[src/rtl/tsn_gate_pkg.sv]
// Shared constants, state encoding and helpers for the TSN gate list controller,
// list executor and register block.
package tsn_gate_pkg;
  localparam int NUM_ENTRIES = 16;
  localparam int IDX_W       = 4;
  localparam int CT_W        = 28;
  localparam int GATE_W      = 9;
  localparam int TIME_W      = 20;

  localparam logic [GATE_W-1:0] GATE_DEFAULT = 9'h002;
  localparam logic [TIME_W-1:0] TIME_DEFAULT = 20'h00400;
  localparam logic [CT_W-1:0]   CT_DEFAULT   = 28'h0400000;
  localparam logic [CT_W-1:0]   CT_MIN       = 28'd2;

  typedef enum logic [1:0] {
    ST_IDLE  = 2'd0,
    ST_RUN   = 2'd1,
    ST_LOAD  = 2'd2,
    ST_START = 2'd3
  } gate_state_e;

  // A cycle shorter than two clks cannot hold a boundary plus a count.
  function automatic logic [CT_W-1:0] clamp_ct(input logic [CT_W-1:0] ct);
    return (ct < CT_MIN) ? CT_MIN : ct;
  endfunction
endpackage

[src/rtl/gate_cycle_ctrl_if.sv]
// Register-side configuration and executor-side load/cycle signals of one
// egress port's gate cycle controller.
interface gate_cycle_ctrl_if;
  import tsn_gate_pkg::*;

  logic              gate_enable;
  logic              cfg_gate_wr;
  logic              cfg_time_wr;
  logic [IDX_W-1:0]  cfg_idx;
  logic [GATE_W-1:0] cfg_gate_data;
  logic [TIME_W-1:0] cfg_time_data;
  logic              cfg_ct_wr;
  logic [CT_W-1:0]   cfg_ct_data;
  logic              cfg_commit;
  logic              cfg_busy;
  logic              cfg_drop;
  logic              cycle_start;
  logic              gcl_ld;
  logic [IDX_W-1:0]  gcl_id;
  logic [GATE_W-1:0] gcl_ld_data;
  logic              gcl_time_ld;
  logic [IDX_W-1:0]  gcl_time_id;
  logic [TIME_W-1:0] gcl_ld_time;
  logic [CT_W-1:0]   oper_cycle_time;

  modport master (
    output gate_enable, cfg_gate_wr, cfg_time_wr, cfg_idx, cfg_gate_data,
           cfg_time_data, cfg_ct_wr, cfg_ct_data, cfg_commit,
    input  cfg_busy, cfg_drop, cycle_start, gcl_ld, gcl_id, gcl_ld_data,
           gcl_time_ld, gcl_time_id, gcl_ld_time, oper_cycle_time
  );

  modport slave (
    input  gate_enable, cfg_gate_wr, cfg_time_wr, cfg_idx, cfg_gate_data,
           cfg_time_data, cfg_ct_wr, cfg_ct_data, cfg_commit,
    output cfg_busy, cfg_drop, cycle_start, gcl_ld, gcl_id, gcl_ld_data,
           gcl_time_ld, gcl_time_id, gcl_ld_time, oper_cycle_time
  );
endinterface

[src/rtl/gate_shadow_ram.sv]
// Host-written admin copy of the gate and interval lists: one write port,
// one combinational indexed read port.
module gate_shadow_ram
  import tsn_gate_pkg::*;
(
  input  logic              clk,
  input  logic              rst,
  input  logic              gate_we,
  input  logic              time_we,
  input  logic [IDX_W-1:0]  wr_idx,
  input  logic [GATE_W-1:0] gate_wdata,
  input  logic [TIME_W-1:0] time_wdata,
  input  logic [IDX_W-1:0]  rd_idx,
  output logic [GATE_W-1:0] gate_rdata,
  output logic [TIME_W-1:0] time_rdata
);
  logic [GATE_W-1:0] gate_mem [NUM_ENTRIES];
  logic [TIME_W-1:0] time_mem [NUM_ENTRIES];

  always_ff @(posedge clk) begin
    if (rst) begin
      for (int i = 0; i < NUM_ENTRIES; i++) begin
        gate_mem[i] <= GATE_DEFAULT;
        time_mem[i] <= TIME_DEFAULT;
      end
    end else begin
      if (gate_we) gate_mem[wr_idx] <= gate_wdata;
      if (time_we) time_mem[wr_idx] <= time_wdata;
    end
  end

  assign gate_rdata = gate_mem[rd_idx];
  assign time_rdata = time_mem[rd_idx];
endmodule

[src/rtl/gate_cycle_ctrl.sv]
// Cycle timer and commit sequencer: pulses cycle_start each cycle and, on a
// pending commit, streams the shadow lists to the executor at the boundary.
module gate_cycle_ctrl
  import tsn_gate_pkg::*;
(
  input  logic             clk,
  input  logic             rst,
  gate_cycle_ctrl_if.slave bus
);
  // state | meaning
  // IDLE  | gate_enable low, counter held at zero
  // RUN   | counting down to the cycle boundary
  // LOAD  | one shadow entry per clk to the executor
  // START | activation done, cycle_start follows next clk

  gate_state_e       state, state_nxt;
  logic [CT_W-1:0]   remain, remain_d;
  logic [CT_W-1:0]   oper_ct, oper_ct_d;
  logic [CT_W-1:0]   shadow_ct;
  logic [IDX_W-1:0]  ld_idx, ld_idx_d;
  logic              pending, pending_d;
  logic              drop, drop_d;
  logic              cycle_start_d, gcl_ld_d;
  logic              cs_q, ld_q;
  logic [IDX_W-1:0]  id_q;
  logic [GATE_W-1:0] gate_rd, gate_q;
  logic [TIME_W-1:0] time_rd, time_q;
  logic              cfg_any, at_tc, last_idx;

  assign cfg_any  = bus.cfg_gate_wr | bus.cfg_time_wr | bus.cfg_ct_wr | bus.cfg_commit;
  assign at_tc    = (remain == '0);
  assign last_idx = (ld_idx == IDX_W'(NUM_ENTRIES - 1));

  gate_shadow_ram u_shadow (
    .clk        (clk),
    .rst        (rst),
    .gate_we    (bus.cfg_gate_wr & ~pending),
    .time_we    (bus.cfg_time_wr & ~pending),
    .wr_idx     (bus.cfg_idx),
    .gate_wdata (bus.cfg_gate_data),
    .time_wdata (bus.cfg_time_data),
    .rd_idx     (ld_idx_d),
    .gate_rdata (gate_rd),
    .time_rdata (time_rd)
  );

  always_ff @(posedge clk) begin
    if (rst) state <= ST_IDLE;
    else     state <= state_nxt;
  end

  always_comb begin
    state_nxt = state;
    if (!bus.gate_enable) begin
      state_nxt = ST_IDLE;
    end else begin
      case (state)
        ST_IDLE:  state_nxt = pending ? ST_LOAD : ST_START;
        ST_RUN:   if (at_tc) state_nxt = pending ? ST_LOAD : ST_RUN;
        ST_LOAD:  if (last_idx) state_nxt = ST_START;
        ST_START: state_nxt = ST_RUN;
        default:  state_nxt = ST_IDLE;
      endcase
    end
  end

  always_comb begin
    remain_d      = '0;
    ld_idx_d      = '0;
    oper_ct_d     = oper_ct;
    pending_d     = pending;
    drop_d        = drop | (pending & cfg_any);
    cycle_start_d = 1'b0;
    gcl_ld_d      = (state_nxt == ST_LOAD);

    // Writes landing with the commit are already in the shadow at LOAD time.
    if (pending) begin
      if (state == ST_START && state_nxt == ST_RUN) pending_d = 1'b0;
    end else if (bus.cfg_commit) begin
      pending_d = 1'b1;
    end

    if (state == ST_LOAD && state_nxt == ST_LOAD) ld_idx_d = ld_idx + 1'b1;

    case (state_nxt)
      ST_RUN: begin
        if (state == ST_START || at_tc) begin
          remain_d      = oper_ct - CT_W'(1);
          cycle_start_d = 1'b1;
        end else begin
          remain_d = remain - CT_W'(1);
        end
      end
      ST_START: if (state == ST_LOAD) oper_ct_d = clamp_ct(shadow_ct);
      default: ;
    endcase
  end

  always_ff @(posedge clk) begin
    if (rst) begin
      remain    <= '0;
      ld_idx    <= '0;
      oper_ct   <= CT_DEFAULT;
      shadow_ct <= CT_DEFAULT;
      pending   <= 1'b0;
      drop      <= 1'b0;
      cs_q      <= 1'b0;
      ld_q      <= 1'b0;
      id_q      <= '0;
      gate_q    <= '0;
      time_q    <= '0;
    end else begin
      remain  <= remain_d;
      ld_idx  <= ld_idx_d;
      oper_ct <= oper_ct_d;
      pending <= pending_d;
      drop    <= drop_d;
      cs_q    <= cycle_start_d;
      ld_q    <= gcl_ld_d;
      if (bus.cfg_ct_wr && !pending) shadow_ct <= bus.cfg_ct_data;
      if (gcl_ld_d) begin
        id_q   <= ld_idx_d;
        gate_q <= gate_rd;
        time_q <= time_rd;
      end
    end
  end

  assign bus.cfg_busy        = pending;
  assign bus.cfg_drop        = drop;
  assign bus.cycle_start     = cs_q;
  assign bus.gcl_ld          = ld_q;
  assign bus.gcl_time_ld     = ld_q;
  assign bus.gcl_id          = id_q;
  assign bus.gcl_time_id     = id_q;
  assign bus.gcl_ld_data     = gate_q;
  assign bus.gcl_ld_time     = time_q;
  assign bus.oper_cycle_time = oper_ct;
endmodule

[src/flat_wrapper.sv]
// flat-port wrapper written by rule: the top's interface ports become plain ports
module gate_cycle_ctrl_flat import tsn_gate_pkg::*;
  (clk, rst, bus_gate_enable, bus_cfg_gate_wr, bus_cfg_time_wr, bus_cfg_idx, bus_cfg_gate_data, bus_cfg_time_data, bus_cfg_ct_wr, bus_cfg_ct_data, bus_cfg_commit, bus_cfg_busy, bus_cfg_drop, bus_cycle_start, bus_gcl_ld, bus_gcl_id, bus_gcl_ld_data, bus_gcl_time_ld, bus_gcl_time_id, bus_gcl_ld_time, bus_oper_cycle_time);
  gate_cycle_ctrl_if bus_i ();
  input  logic clk;
  input  logic rst;
  input wire logic [$bits(bus_i.gate_enable)-1:0] bus_gate_enable;
  input wire logic [$bits(bus_i.cfg_gate_wr)-1:0] bus_cfg_gate_wr;
  input wire logic [$bits(bus_i.cfg_time_wr)-1:0] bus_cfg_time_wr;
  input wire logic [$bits(bus_i.cfg_idx)-1:0] bus_cfg_idx;
  input wire logic [$bits(bus_i.cfg_gate_data)-1:0] bus_cfg_gate_data;
  input wire logic [$bits(bus_i.cfg_time_data)-1:0] bus_cfg_time_data;
  input wire logic [$bits(bus_i.cfg_ct_wr)-1:0] bus_cfg_ct_wr;
  input wire logic [$bits(bus_i.cfg_ct_data)-1:0] bus_cfg_ct_data;
  input wire logic [$bits(bus_i.cfg_commit)-1:0] bus_cfg_commit;
  output wire logic [$bits(bus_i.cfg_busy)-1:0] bus_cfg_busy;
  output wire logic [$bits(bus_i.cfg_drop)-1:0] bus_cfg_drop;
  output wire logic [$bits(bus_i.cycle_start)-1:0] bus_cycle_start;
  output wire logic [$bits(bus_i.gcl_ld)-1:0] bus_gcl_ld;
  output wire logic [$bits(bus_i.gcl_id)-1:0] bus_gcl_id;
  output wire logic [$bits(bus_i.gcl_ld_data)-1:0] bus_gcl_ld_data;
  output wire logic [$bits(bus_i.gcl_time_ld)-1:0] bus_gcl_time_ld;
  output wire logic [$bits(bus_i.gcl_time_id)-1:0] bus_gcl_time_id;
  output wire logic [$bits(bus_i.gcl_ld_time)-1:0] bus_gcl_ld_time;
  output wire logic [$bits(bus_i.oper_cycle_time)-1:0] bus_oper_cycle_time;
  assign bus_i.gate_enable = bus_gate_enable;
  assign bus_i.cfg_gate_wr = bus_cfg_gate_wr;
  assign bus_i.cfg_time_wr = bus_cfg_time_wr;
  assign bus_i.cfg_idx = bus_cfg_idx;
  assign bus_i.cfg_gate_data = bus_cfg_gate_data;
  assign bus_i.cfg_time_data = bus_cfg_time_data;
  assign bus_i.cfg_ct_wr = bus_cfg_ct_wr;
  assign bus_i.cfg_ct_data = bus_cfg_ct_data;
  assign bus_i.cfg_commit = bus_cfg_commit;
  assign bus_cfg_busy = bus_i.cfg_busy;
  assign bus_cfg_drop = bus_i.cfg_drop;
  assign bus_cycle_start = bus_i.cycle_start;
  assign bus_gcl_ld = bus_i.gcl_ld;
  assign bus_gcl_id = bus_i.gcl_id;
  assign bus_gcl_ld_data = bus_i.gcl_ld_data;
  assign bus_gcl_time_ld = bus_i.gcl_time_ld;
  assign bus_gcl_time_id = bus_i.gcl_time_id;
  assign bus_gcl_ld_time = bus_i.gcl_ld_time;
  assign bus_oper_cycle_time = bus_i.oper_cycle_time;
  gate_cycle_ctrl u_core (.clk(clk), .rst(rst), .bus(bus_i));
endmodule
[config.mk]
export PLATFORM = sky130hd
export DESIGN_NAME = gate_cycle_ctrl_flat
export DESIGN_NICKNAME = d
export VERILOG_FILES = /design/src/rtl/tsn_gate_pkg.sv /design/src/rtl/gate_cycle_ctrl_if.sv /design/src/rtl/gate_shadow_ram.sv /design/src/rtl/gate_cycle_ctrl.sv /design/src/flat_wrapper.sv
export SDC_FILE = /design/constraint.sdc
export NUM_CORES = 1
export LEC_CHECK = 0
export BUFFER_PORTS_ARGS = -buffer_cell sky130_fd_sc_hd__buf_2
export CORE_ASPECT_RATIO = 1.25
export CORE_MARGIN = 2
export CORE_UTILIZATION = 55
export CTS_BUF_LIST = sky130_fd_sc_hd__clkbuf_8
export CTS_CLUSTER_SIZE = 20
export DETAILED_ROUTE_END_ITERATION = 10
export PLACE_DENSITY = 0.73
export SLEW_MARGIN = 0
export SYNTH_ARGS = -nofsm -noshare
export SYNTH_HDL_FRONTEND = slang
export SYNTH_SLANG_ARGS = --single-unit
[constraint.sdc]
create_clock -name clk -period 3.2 [get_ports clk]
set_input_delay 0.64 -clock clk [delete_from_list [all_inputs] [get_ports clk]]
set_output_delay 0.64 -clock clk [all_outputs]
set_load 0.005 [all_outputs]
==> flow_summary.ini <==
[floorplanning]
pin_count = 138
core-area_um2 = 49100
placementRows = 91
start_util = 0.554
die_y_um = 253
fp.dieW_um = 203
die_area_um2 = 51300

[setup_path]
crit_path_start_kind = register
crit_required_ns = 3.77
path_delay_family = simple AND/OR/NAND/NOR gates
arrival_ns = 3.69
cpPeakStageDelay_ns = 0.55
path_class = register to register
path_buf_inv = 0
crit_fanout = 7
end_kind = register
cp_cell_sequence = or4_4, nor3_4, a31oi_4, mux2i_2, ha_2, nor3b_2, nand4_1, nor4_4, nor3_4, nor3b_2, xor2_1, nor2_1
slowest_stage = or4_4

[sta]
timing.fmax_ghz = 0.320
holdWs_ns = 0.182
grt_setup_unrepaired = yes
report.final.slew_viol_count = 0
final.setup.worst_slack_ns = 0.0754
slew_headroom = 0.261
hold_viol_final = 0
finalSetupViolations = 0
tightest_slew_ns = 1.11
fin_crit_sh = 0.976
post-route-min-period_ns = 3.12
finClkSkew_ns = 0.0349

[placed_design]
hpwl_mm = 48.0
pre_cts_slack_ns = 0.161
io_buffers = 137
gp_congestion = 0.972
place_inst = 3145

[clock_tree]
cts_sinks = 591
clkTransAtPathRegs_ns = 0.07
cts_max_path_buffers = 3
clkLatencyLatePin_ns = 0.68
clockRootBuffer = clkbuf_8
htree_levels = 3
cts_hold_buf = 0
cts_made_buffers = 92
cts_tree = yes

[layout]
fin_util = 0.628
drive_gt1_frac = 0.163
n_fill_cell = 3874
multi_input_area_um2 = 10100
area_delta_synth_final_pct = 13.3
fin_cells = 3315
nNetsFinal = 2659
seqCellArea_um2 = 16500

[grt]
grt_remaining_overflow = 0
grt_max_degree = 70
grt_pass1_vias = 19500
grt_usage = 0.286
antenna_found_initial = 4
grt_pass1_wl_mm = 112

[yosys]
synth.area.top_cells = edfxtp_1 51%, and2_1 10%, dfxtp_1 9.3%
ys_warn_count = 0
synth_area_per_cell_um2 = 11.1
netlist_top_cells_count = 464 x edfxtp_1, 436 x and2_1, 334 x nand2_1
synth_top_area_frac = 0.512
synth_fp_nets = 2525
syn_area_um2 = 27200
ys_seq_area_frac = 0.606
synth_top_area_cell = edfxtp_1
synth_seq_cells = 591
synth_most_common_cell = edfxtp_1
netlist_instances = 2455
synthDistinctLibCells = 59
async_reset_ff_frac = 0
synth_edf_count = 464
synthFlopType = edfxtp_1

[pwr]
leakagePower_nw = 11.6
max-vdd-ir-drop_mv = 0.316
p_total_w = 0.0174
power_switching_w = 0.00462
pwr_density_cell_nw_per_um2 = 565
p_comb_frac = 0.146
power_frac_seq = 0.502
power.internal_w = 0.0128
pwr-share-clk = 0.352
switching_share = 0.265

[route]
drt-initial-drc-count = 1743
vias_per_cell = 5.94
drt-pass1-iter-count = 10
post-route-drc-count = 1
vias = 19700
ant_nets = 0
wl_per_cell_um = 22.0
wirelength_mm = 73.1

[run_status]
violations = design-rule violations
outcome = complete, but fails checks

[flow_run]
cap_viol_max_count = 0

[min_path]
hold_class = primary input to register
==> per-stage QoR <==
stage | setup TNS, ns | area (um2)
after floorplan | 0 | 27300
after global placement | 0 | 29000
after detailed placement | 0 | 29000
final | 0 | 30800
after CTS | 0 | 30800
after global routing | -0.161 | 30800
==> per-layer routing <==
| metal | part of all wire | global-route usage | vias to the layer above | routed length [um] |
|---|---|---|---|---|
| met2 | 0.49 | 0.481 | 876 | 35900 |
| li1 | - | - | 9010 | - |
| met1 | 0.40 | 0.369 | 9612 | 28900 |
| met5 | 0.00018 | 0 | - | 13 |
| met3 | 0.076 | 0.0436 | 179 | 5520 |
| met4 | 0.036 | 0.123 | 2 | 2660 |
==> registers in the layout (all words and copies together), names as in the netlist, 2 cells and up <==
register,cells
u_core.remain,28
u_core.bus.gcl_ld_time,20
u_core.bus.gcl_id,4
u_core.state,2
u_core.u_shadow.time_mem,320
u_core.bus.gcl_ld_data,9
u_core.u_shadow.gate_mem,144
u_core.bus.oper_cycle_time,28
u_core.ld_idx,4
u_core.shadow_ct,28
==> cells in the final DEF (no fill, tap or decap), types with 31 or more instances in the layout <==
master / Yosys / layout
a21oi_1: 101 / 100
a31oi_1: 34 / 33
and2_1: 436 / 435
and3_1: 32 / 31
buf_2: 19 / 136
buf_4: 5 / 81
clkbuf_8: 0 / 114
dfxtp_1: 127 / 125
edfxtp_1: 464 / 464
inv_1: 5 / 33
mux2i_1: 136 / 135
nand2_1: 334 / 331
nand3_1: 69 / 69
nor2_1: 139 / 138
nor3_1: 37 / 32
o21ai_0: 33 / 33
or2_2: 34 / 34
or3_1: 35 / 35
==> kinds of logic after synthesis <==
kind of cell | count (synthesis) | share of synthesized area
simple gates | 1184 | 0.226
flops | 591 | 0.606
fa+ha+maj | 2 | 0.000920
buf+inv | 200 | 0.0292
mux | 138 | 0.0509
xor+xnor | 23 | 0.00741
compound gates | 317 | 0.0795
==> worst reg2reg max path, stage by stage (launching register included) <==
cell	delay, ns
dfxtp_2	0.33
or4_4	0.55
nor3_4	0.19
a31oi_4	0.13
mux2i_2	0.24
ha_2	0.23
nor3b_2	0.16
nand4_1	0.17
nor4_4	0.34
nor3_4	0.13
nor3b_2	0.30
xor2_1	0.18
nor2_1	0.05
==> area by class of cell <==
cell class,count,area share
antenna,2,0.000162
clock buffer,114,0.0509
clock inverter,53,0.00710
inverter,5,0.000609
multi-input combinational,1664,0.327
sequential,591,0.535
tap,651,0.0264
timing repair buffer,235,0.0535
==> power by group through the flow <==
stage               logic (W)  clock network, W  registers (W)
floorplan             0.00180                 0        0.00885
global placement      0.00245                 0        0.00888
finish                0.00255           0.00613        0.00874
global route          0.00277           0.00654        0.00877
detailed placement    0.00246                 0        0.00890
CTS                   0.00247           0.00622        0.00874
==> timing repair <==
| action | 4_1_cts | 5_1_grt |
|---|---|---|
| setup buffers | 0 | 1 |
| resized for setup | 0 | 8 |
| setup endpoints to repair | 0 | 7 |
==> worst paths after layout <==
| path | from | end | slack, ns | cells past startpoint |
|---|---|---|---|---|
| min reg2reg | u_core.shadow_ct[25]$_SDFFE_PP0P_ | u_core.bus.oper_cycle_time[25]$_SDFFE_PP0P_ | 0.46 | 2 |
| max reg2reg | u_core.remain[15]$_SDFF_PP0_ | u_core.remain[20]$_SDFF_PP0_ | 0.08 | 12 |
| max | u_core.remain[15]$_SDFF_PP0_ | u_core.remain[20]$_SDFF_PP0_ | 0.08 | 12 |
| min | bus_cfg_ct_data[22] | u_core.shadow_ct[22]$_SDFFE_PP1P_ | 0.18 | 3 |
Power figures use the tool's default switching activity.
